### src/rtl/fetch_pkg.sv
// Shared types and constants for the instruction fetch controller.
package fetch_pkg;

   localparam int unsigned DEFAULT_MEM_BYTES = 64;
   localparam logic [31:0] DEFAULT_RESET_PC  = 32'h0;

   // B-class opcode lives in bits [27:24] of the instruction word
   localparam logic [31:0] B_OPCODE_MASK  = 32'h0f00_0000;
   localparam logic [31:0] B_OPCODE_VALUE = 32'h0a00_0000;

   typedef enum logic [0:0] {FETCH, FAULT} state_t;

   typedef struct packed {
      logic [31:0] pc;
      logic [31:0] instr;
      logic        pred_taken;
   } entry_t;

   // Target of a B instruction: pc + 8 + sign-extended word offset
   function automatic logic [31:0] branch_target(input logic [31:0] pc,
                                                 input logic [31:0] instr);
      return pc + 32'd8 + {{6{instr[23]}}, instr[23:0], 2'b00};
   endfunction

endpackage

### src/rtl/fetch_fifo.sv
// Two-entry in-order queue of fetched instructions; slot 0 is the head.
module fetch_fifo
   import fetch_pkg::*;
(
   input  logic       clk_i,
   input  logic       rst_i,
   input  logic       push_i,
   input  logic       pop_i,
   input  logic       flush_i,
   input  entry_t     push_entry_i,
   output logic [1:0] count_o,
   output entry_t     head_o
);

   entry_t     mem_q [2];
   entry_t     mem_d [2];
   logic [1:0] count_q;
   logic [1:0] count_d;

   // Next-state for slots and occupancy; push is only ever issued with space or a pop
   always_comb begin
      mem_d   = mem_q;
      count_d = count_q;
      if (flush_i) begin
         count_d = 2'd0;
      end else begin
         case ({push_i, pop_i})
            2'b10: begin
               mem_d[count_q[0]] = push_entry_i;
               count_d           = count_q + 2'd1;
            end
            2'b01: begin
               mem_d[0] = mem_q[1];
               count_d  = count_q - 2'd1;
            end
            2'b11: begin
               if (count_q == 2'd1) begin
                  mem_d[0] = push_entry_i;
               end else begin
                  mem_d[0] = mem_q[1];
                  mem_d[1] = push_entry_i;
               end
            end
            default: ;
         endcase
      end
   end

   // Queue state registers, cleared so the head reads zero in reset
   always_ff @(posedge clk_i or posedge rst_i) begin
      if (rst_i) begin
         mem_q[0] <= '0;
         mem_q[1] <= '0;
         count_q  <= 2'd0;
      end else begin
         mem_q[0] <= mem_d[0];
         mem_q[1] <= mem_d[1];
         count_q  <= count_d;
      end
   end

   assign count_o = count_q;
   assign head_o  = mem_q[0];

endmodule

### src/rtl/fetch_controller.sv
// Instruction fetch controller: sequential fetch into a 2-entry queue with
// redirect, illegal-address fault and optional static backward-branch
// prediction enabled by defining FETCH_STATIC_PRED_EN.
// Note: nreset is active-high despite its name.
module fetch_controller
   import fetch_pkg::*;
#(
   parameter int unsigned MEM_BYTES = DEFAULT_MEM_BYTES,
   parameter logic [31:0] RESET_PC  = DEFAULT_RESET_PC
) (
   input  logic        clk,
   input  logic        nreset,
   output logic [31:0] imem_addr,
   input  logic [31:0] imem_data,
   input  logic        redirect_valid,
   input  logic [31:0] redirect_pc,
   output logic        out_valid,
   input  logic        out_ready,
   output logic [31:0] out_instr,
   output logic [31:0] out_pc,
   output logic        out_pred_taken,
   output logic        fault
);

   state_t      state_q;
   logic [31:0] pc_q;
   logic        fault_q;

   logic [1:0]  count;
   entry_t      head;
   entry_t      push_entry;
   logic        pop;
   logic        do_fetch;
   logic        pc_illegal;
   logic        redirect_legal;
   logic        pred;
   logic [31:0] next_pc;

   assign pc_illegal     = (pc_q >= MEM_BYTES) || (pc_q[1:0] != 2'b00);
   assign redirect_legal = (redirect_pc < MEM_BYTES) && (redirect_pc[1:0] == 2'b00);

   assign out_valid = (count != 2'd0);
   assign pop       = out_valid && out_ready;
   assign do_fetch  = (state_q == FETCH) && !pc_illegal && ((count < 2'd2) || pop)
                      && !redirect_valid;

`ifdef FETCH_STATIC_PRED_EN
   assign pred    = ((imem_data & B_OPCODE_MASK) == B_OPCODE_VALUE) && imem_data[23];
   assign next_pc = pred ? branch_target(pc_q, imem_data) : pc_q + 32'd4;
`else
   assign pred    = 1'b0;
   assign next_pc = pc_q + 32'd4;
`endif

   assign push_entry = '{pc: pc_q, instr: imem_data, pred_taken: pred};

   fetch_fifo u_fifo (
      .clk_i        (clk),
      .rst_i        (nreset),
      .push_i       (do_fetch),
      .pop_i        (pop),
      .flush_i      (redirect_valid),
      .push_entry_i (push_entry),
      .count_o      (count),
      .head_o       (head)
   );

   // Fetch FSM: redirect wins, otherwise advance pc or trap on an illegal address
   always_ff @(posedge clk or posedge nreset) begin
      if (nreset) begin
         state_q <= FETCH;
         pc_q    <= RESET_PC;
         fault_q <= 1'b0;
      end else if (redirect_valid) begin
         pc_q <= redirect_pc;
         if (redirect_legal) begin
            state_q <= FETCH;
            fault_q <= 1'b0;
         end else begin
            state_q <= FAULT;
            fault_q <= 1'b1;
         end
      end else begin
         case (state_q)
            FETCH: begin
               if (pc_illegal) begin
                  state_q <= FAULT;
                  fault_q <= 1'b1;
               end else if (do_fetch) begin
                  pc_q <= next_pc;
               end
            end
            FAULT: ;
            default: state_q <= FETCH;
         endcase
      end
   end

   // In FAULT pc is frozen, so the memory keeps seeing the last pc
   assign imem_addr      = pc_q;
   assign out_instr      = head.instr;
   assign out_pc         = head.pc;
   assign out_pred_taken = head.pred_taken;
   assign fault          = fault_q;

endmodule

### config.mk
export PLATFORM = sky130hd
export DESIGN_NAME = fetch_controller
export DESIGN_NICKNAME = d
export VERILOG_FILES = /design/src/rtl/fetch_pkg.sv /design/src/rtl/fetch_fifo.sv /design/src/rtl/fetch_controller.sv
export SDC_FILE = /design/constraint.sdc
export NUM_CORES = 1
export LEC_CHECK = 0
export CAP_MARGIN = 25
export CELL_PAD_IN_SITES_DETAIL_PLACEMENT = 1
export CELL_PAD_IN_SITES_GLOBAL_PLACEMENT = 1
export CORE_MARGIN = 1
export CORE_UTILIZATION = 41
export DETAILED_ROUTE_END_ITERATION = 7
export PLACE_DENSITY = 0.83
export SLEW_MARGIN = 20
export SYNTH_ARGS = -nofsm -noshare
export SYNTH_HDL_FRONTEND = slang
export SYNTH_SLANG_ARGS = --single-unit
export TNS_END_PERCENT = 5
### constraint.sdc
create_clock -name clk -period 8.2 [get_ports clk]
set_input_delay 2.46 -clock clk [delete_from_list [all_inputs] [get_ports clk]]
set_output_delay 2.46 -clock clk [all_outputs]
set_load 0.02 [all_outputs]
Yosys cells after proc, flatten, opt, wreduce, memory -nomap -nowiden
Index checks and enable logic that the tools add are counted.
{"block": "classes", "n_eq_ne": 7, "reduce_logical": 22, "n_lt_le_gt_ge": 5, "n_addsub": 3, "bitwise": 3, "muxes": 20}
{"operator": "$mux W65", "n": 3}
{"operator": "$pmux W65 S3", "n": 1}
{"operator": "$bwmux W130", "n": 1}
{"operator": "$pmux W65 S2", "n": 1}
{"operator": "$mux W32", "n": 4}
{"operator": "$demux W65 S1", "n": 1}
{"operator": "$add A32 B3 Y32 const B", "n": 1}
{"operator": "$ge A32 B7 Y1 const B", "n": 1}
{"operator": "$lt A32 B7 Y1 const B", "n": 1}
{"operator": "$reduce_bool A2 Y1", "n": 5}
{"operator": "$mux W1", "n": 7}
{"operator": "$logic_and A1 B1 Y1", "n": 6}
{"operator": "$ne A2 B2 Y1 const B", "n": 3}
{"operator": "$reduce_and A3 Y1", "n": 2}
{"operator": "$reduce_bool A3 Y1", "n": 2}
{"operator": "$eq A2 B1 Y1 const B", "n": 2}
{"operator": "$eq A2 B2 Y1 const B", "n": 2}
{"operator": "$pmux W2 S2", "n": 1}
{"operator": "$reduce_and A2 Y1", "n": 2}
{"operator": "$add A2 B1 Y2 const B", "n": 1}
{"operator": "$ge A2 B2 Y1 const B", "n": 1}
{"operator": "$logic_not A1 Y1", "n": 2}
{"operator": "$logic_not A2 Y1", "n": 1}
{"operator": "$logic_or A1 B1 Y1", "n": 2}
{"operator": "other kinds (6)", "n": 7}
{"block": "word_totals", "word_cells": 70, "input_bits": 68, "ff_bits": 166, "output_inout_bits": 99}

Depth between registers and ports, before layout
{"block": "depth", "ltp_word": 10, "depth_mapped": 10, "depth_no_buf": 7}

Hierarchy
Synthesis repeated with hierarchy kept, for this count alone.
{"block": "hier_totals", "hier_cells": 686, "area_unflattened_um2": 8303.0}
{"mod": "fetch_fifo", "seq_area_each_um2": 3303.2, "n_inst": 1, "cells_per_inst": 565, "area_per_inst_um2": 6766.5}
{"mod": "fetch_controller", "seq_area_each_um2": 850.8, "n_inst": 1, "cells_per_inst": 121, "area_per_inst_um2": 1536.5}

Worst setup path before layout
OpenSTA, ideal clock, no wires.
{"block": "synth_path", "path_type": "input-to-reg", "startpoint": "in out_ready", "endpoint": "reg u_fifo.mem_q, in the netlist u_fifo.head_o[33]", "n_path_buf": 2, "slack_ps": 4033, "setup_time_ps": 121, "path_stages": 7, "arrival_ps": 4046, "required_ps": 8079, "cell_sequence": "nor2b_1 buf_1 nand2_1 nor4_4 buf_2 a2bb2oi_2 a22o_1"}
{"block": "synth_via", "elab_chain_cells": 7, "elab_cells_between_ends": 10, "cone_classes": "eq/ne (3); mux (1); reduce/logical (6)"}
{"element": "start, declared", "line_no": "fetch_controller.sv:18", "rtl": "input logic out_ready,"}
{"element": "$logic_and A1 B1 Y1 (*)", "line_no": "fetch_controller.sv:43", "rtl": "assign pop = out_valid && out_ready;"}
{"element": "$logic_or A1 B1 Y1", "line_no": "fetch_controller.sv:44", "rtl": "assign do_fetch = (state_q == FETCH) && !pc_illegal && ((count < 2'd2) || pop)"}
{"element": "$logic_and A1 B1 Y1", "line_no": "fetch_controller.sv:44"}
{"element": "$logic_and A1 B1 Y1", "line_no": "fetch_controller.sv:45", "rtl": "&& !redirect_valid;"}
{"element": "$eq A2 B2 Y1 / $eq A2 B1 Y1 (equally long branches)", "line_no": "fetch_fifo.sv:27", "rtl": "case ({push_i, pop_i})"}
{"element": "$reduce_bool A3 Y1 (no line)"}
{"element": "$reduce_and A2 Y1 (no line)"}
{"element": "end, declared", "line_no": "fetch_fifo.sv:15", "rtl": "entry_t mem_q [2];"}
Mark *: on every way between the ends. The rest lies on a longest branch, timed or not.
A chain may end at the register's enable or synchronous reset.

Worst setup path in the final report
{"block": "layout_path", "startpoint": "in out_ready", "endpoint": "reg u_fifo.mem_q[18] in the netlist's numbering"}
{"block": "layout_via", "elab_chain_cells": 7, "elab_cells_between_ends": 10, "cone_classes": "eq/ne (3); mux (1); reduce/logical (6)"}
{"element": "$logic_and A1 B1 Y1 (*)", "line_no": "fetch_controller.sv:43"}
{"element": "$logic_or A1 B1 Y1", "line_no": "fetch_controller.sv:44"}
{"element": "$logic_and A1 B1 Y1", "line_no": "fetch_controller.sv:44"}
{"element": "$logic_and A1 B1 Y1", "line_no": "fetch_controller.sv:45"}
{"element": "$eq A2 B2 Y1", "line_no": "fetch_fifo.sv:27"}
{"element": "$ne A2 B2 Y1 (no line) / $reduce_bool A2 Y1 (equally long branches)"}
{"element": "$reduce_and A3 Y1 (no line)"}
Marked as above.

==> metrics.md <==
| Metric | Value |
|---|---|
| Status | completed |
| Sw Pwr | 0.984 mW |
| Net Count, Synth | 801 |
| CTS Buf Count | 17 |
| Multi-input gate area | 3670 µm² |
| PD cells | 280 nW/µm² |
| CTS Sinks | 165 |
| CP endpoint kind | flip-flop |
| Crit path arrival time | 5090 ps |
| Hold buffer count at cts | 0 |
| Post-synth ARST share | 1.00 |
| Netlist Area Pre-Place | 8560 µm² |
| FP Rows | 52 |
| RR Endpoint | u_fifo.mem_q[18]$_DFFE_PP0P_ |
| Root Buffer | clkbuf_16 |
| Fin util | 0.520 |
| Via count | 6,259 |
| Tmin final | 4780 ps |
| Layout Nets | 881 |
| Int Pwr | 1.98 mW |
| First-pass GRT wire length | 39.1 mm |
| Dominant cell type by area after synthesis | dfrtp_1 |
| Clk pwr share | 0.282 |
| Most frequent cell after synthesis | dfrtp_1 |
| Ys Warns | 0 |
| Initial antenna violation count | 0 |
| Worst Path Required | 8510 ps |
| Met3 wire length | 1.18 mm |
| Max Clock Skew | 12.0 ps |
| Fmax | 209 MHz |
| Seq pwr share | 0.380 |
| Starting Density | 0.420 |
| Yosys cell types | 44 |
| Share of layout cells above drive strength 1 | 0.212 |
| R2R Setup Slk | 4490 ps |
| Post-route setup TNS | 0 ps |
| Total congestion overflow | 0 |
| Ys flop type | dfrtp_1 |
| Crit path from | out_ready |
| Core area | 20,400 µm² |
| Final Wtd Congestion | 0.737 |
| Max-Cap Viols | 0 |
| Pre-antenna DRT Iters | 4 |
| Clk buf depth | 2 |
| Hold Path Class | flip-flop to flip-flop |
| Peak supply drop | 0.150 mV |
| EDFF count, synth | 0 |
| Commonest cells post-synth | 165 x dfrtp_1, 99 x mux2_2, 66 x buf_4 |
| Reg-to-reg startpoint | imem_addr[25]$_DFFE_PP0P_ |
| Vias per cell | 5.73 |
| Startpoint types | input port |
| Setup violators final | 0 |
| Clk_lat worst skew | 430 ps |
| Wire length on met2 | 11.8 mm |
| Area growth syn-to-layout | 23.7% |
| Unrepaired setup endpoints after global routing | false |
| Highest routed metal layer | met4 |
| Post-CTS sizing | 0 |
| Post-synthesis cell count | 729 |
| Die Ht | 147 µm |
| Fin crit share | 0.583 |
| Largest cells by area after synthesis | dfrtp_1 48%, mux2_2 13%, buf_4 5.8% |
| Clk slew on worst S/H paths | 70 ps |
| Die area | 21,500 µm² |
| CTS tree | yes |
| Slew headroom | 0.405 |
| DR WL/cell | 22.3 µm |
| Syn_area_per_cell | 11.7 µm² |
| Die X | 147 µm |
| Yosys reg bits | 165 |
| Setup CP Type | input port to flip-flop |
| Setup Fix Bufs, Post-CTS | 0 |
| Leak pwr | 4.50 nW |
| Number of global-route vias before repair | 6,713 |
| Critical Path Fanout Max | 38 |
| # port buffers | 166 |
| Top cell type's share of synthesized area | 0.482 |
| Routed Antenna Nets | 0 |
| GRT Overall Usage | 0.234 |
| M1 WL | 11.1 mm |
| Worst R2R Path Depth | 6 |
| Count of final hold-check violations | 0 |
| Hpwl dp | 15.2 mm |
| Comb pwr share | 0.338 |
| Routed WL | 24.4 mm |
| H-tree levels | 4 |
| IO Count | 167 |
| Sw frac | 0.332 |
| Initial DRC count | 316 |
| CP Capture Point | u_fifo.mem_q[18]$_DFFE_PP0P_ |
| Remaining routing DRC violations | 0 |
| Worst-Margin Slew | 892 ps |
| Largest net degree at the start of global routing | 70 |
| Pins Over Slew Limit | 0 |
| Post-synthesis sequential area ratio | 0.482 |
| # fillers | 2,114 |
| Register Area | 4130 µm² |
power by group through the flow:
stage,Clock (mW),Sequential [mW],Combinational (mW)
floorplan,0,1.10,0.738
global placement,0,1.13,0.969
detailed placement,0,1.14,0.996
CTS,0.844,1.13,1.01
global route,0.878,1.15,1.07
finish,0.835,1.13,1.00
routing by layer:
metal  track usage  vias to the layer above
met4        0.0693                        0
met1         0.316                     3230
met2         0.383                      192
met3        0.0447                       28
met5             0                        -
li1              -                     2809
critical path, stage by stage:
cell and delay (ps):
clkdlybuf4s50_1 420, nor2b_4 150, buf_4 280, nor3_1 190, o21a_2 530, buf_4 600
mux2_2 410
sequential cells by signal (all words and copies together), names as in the netlist:
name and flops:
u_fifo.head_o 65, u_fifo.mem_q 64, imem_addr 32, u_fifo.count_o 2, fault 1, state_q 1
worst min path at each step:
stage                                              from                             to  slack (ps)  depth (start not counted)
final                      u_fifo.head_o[0]$_DFFE_PP0P_   u_fifo.head_o[0]$_DFFE_PP0P_         500                          1
after global routing       u_fifo.head_o[0]$_DFFE_PP0P_   u_fifo.head_o[0]$_DFFE_PP0P_         520                          1
after CTS                 u_fifo.head_o[26]$_DFFE_PP0P_  u_fifo.head_o[26]$_DFFE_PP0P_         510                          1
after detailed placement   u_fifo.head_o[0]$_DFFE_PP0P_   u_fifo.head_o[0]$_DFFE_PP0P_         490                          1
after global placement    u_fifo.head_o[26]$_DFFE_PP0P_  u_fifo.head_o[26]$_DFFE_PP0P_         470                          1
after floorplan           u_fifo.head_o[26]$_DFFE_PP0P_  u_fifo.head_o[26]$_DFFE_PP0P_         460                          1
kinds of logic after synthesis:
logic type | share of synthesized area
mux | 0.163
fa+ha+maj | 0.00584
simple gates | 0.0615
xor+xnor | 0.00307
buf+inv | 0.0937
compound gates | 0.191
flops | 0.482
area by class of cell:
type	instances	area share
sequential	165	0.390
multi-input combinational	436	0.347
timing repair buffer	181	0.171
clock buffer	20	0.0422
tap	270	0.0319
clock inverter	12	0.0145
inverter	8	0.00331
antenna	1	0.000236
cells in the final DEF (no fill, tap or decap), types with 4 or more instances in the layout:
| master | synthesis | final |
|---|---|---|
| a22o_1 | 28 | 28 |
| dfrtp_1 | 165 | 165 |
| buf_4 | 66 | 13 |
| nor3_1 | 4 | 4 |
| mux2_2 | 99 | 99 |
| clkdlybuf4s50_1 | 0 | 165 |
| a21oi_1 | 9 | 9 |
| a2bb2oi_2 | 15 | 15 |
| nand4_1 | 5 | 5 |
| o21ai_1 | 35 | 35 |
| nor2b_1 | 29 | 28 |
| a2bb2oi_1 | 13 | 13 |
| clkbuf_16 | 0 | 17 |
| o21ai_0 | 42 | 42 |
| nor2_1 | 12 | 12 |
| nor4_1 | 10 | 10 |
| a21o_1 | 31 | 31 |
| o221ai_1 | 35 | 35 |
| mux2i_1 | 28 | 28 |
| nand2_1 | 5 | 5 |
| inv_1 | 7 | 6 |
through the flow:
stage / std cells / worst slack, ps / cell area (µm²) / power (mW) / hold slack (ps)
after detailed placement: 1058 / 2850 / 9940 / 2.13 / 490
after CTS: 1090 / 3260 / 10500 / 2.98 / 508
final: 1093 / 3420 / 10600 / 2.96 / 505
after global placement: 1057 / 2910 / 9930 / 2.10 / 475
after floorplan: 729 / 1280 / 8560 / 1.84 / 457
after global routing: 1092 / 3320 / 10600 / 3.09 / 525
Power figures use the tool's default switching activity.
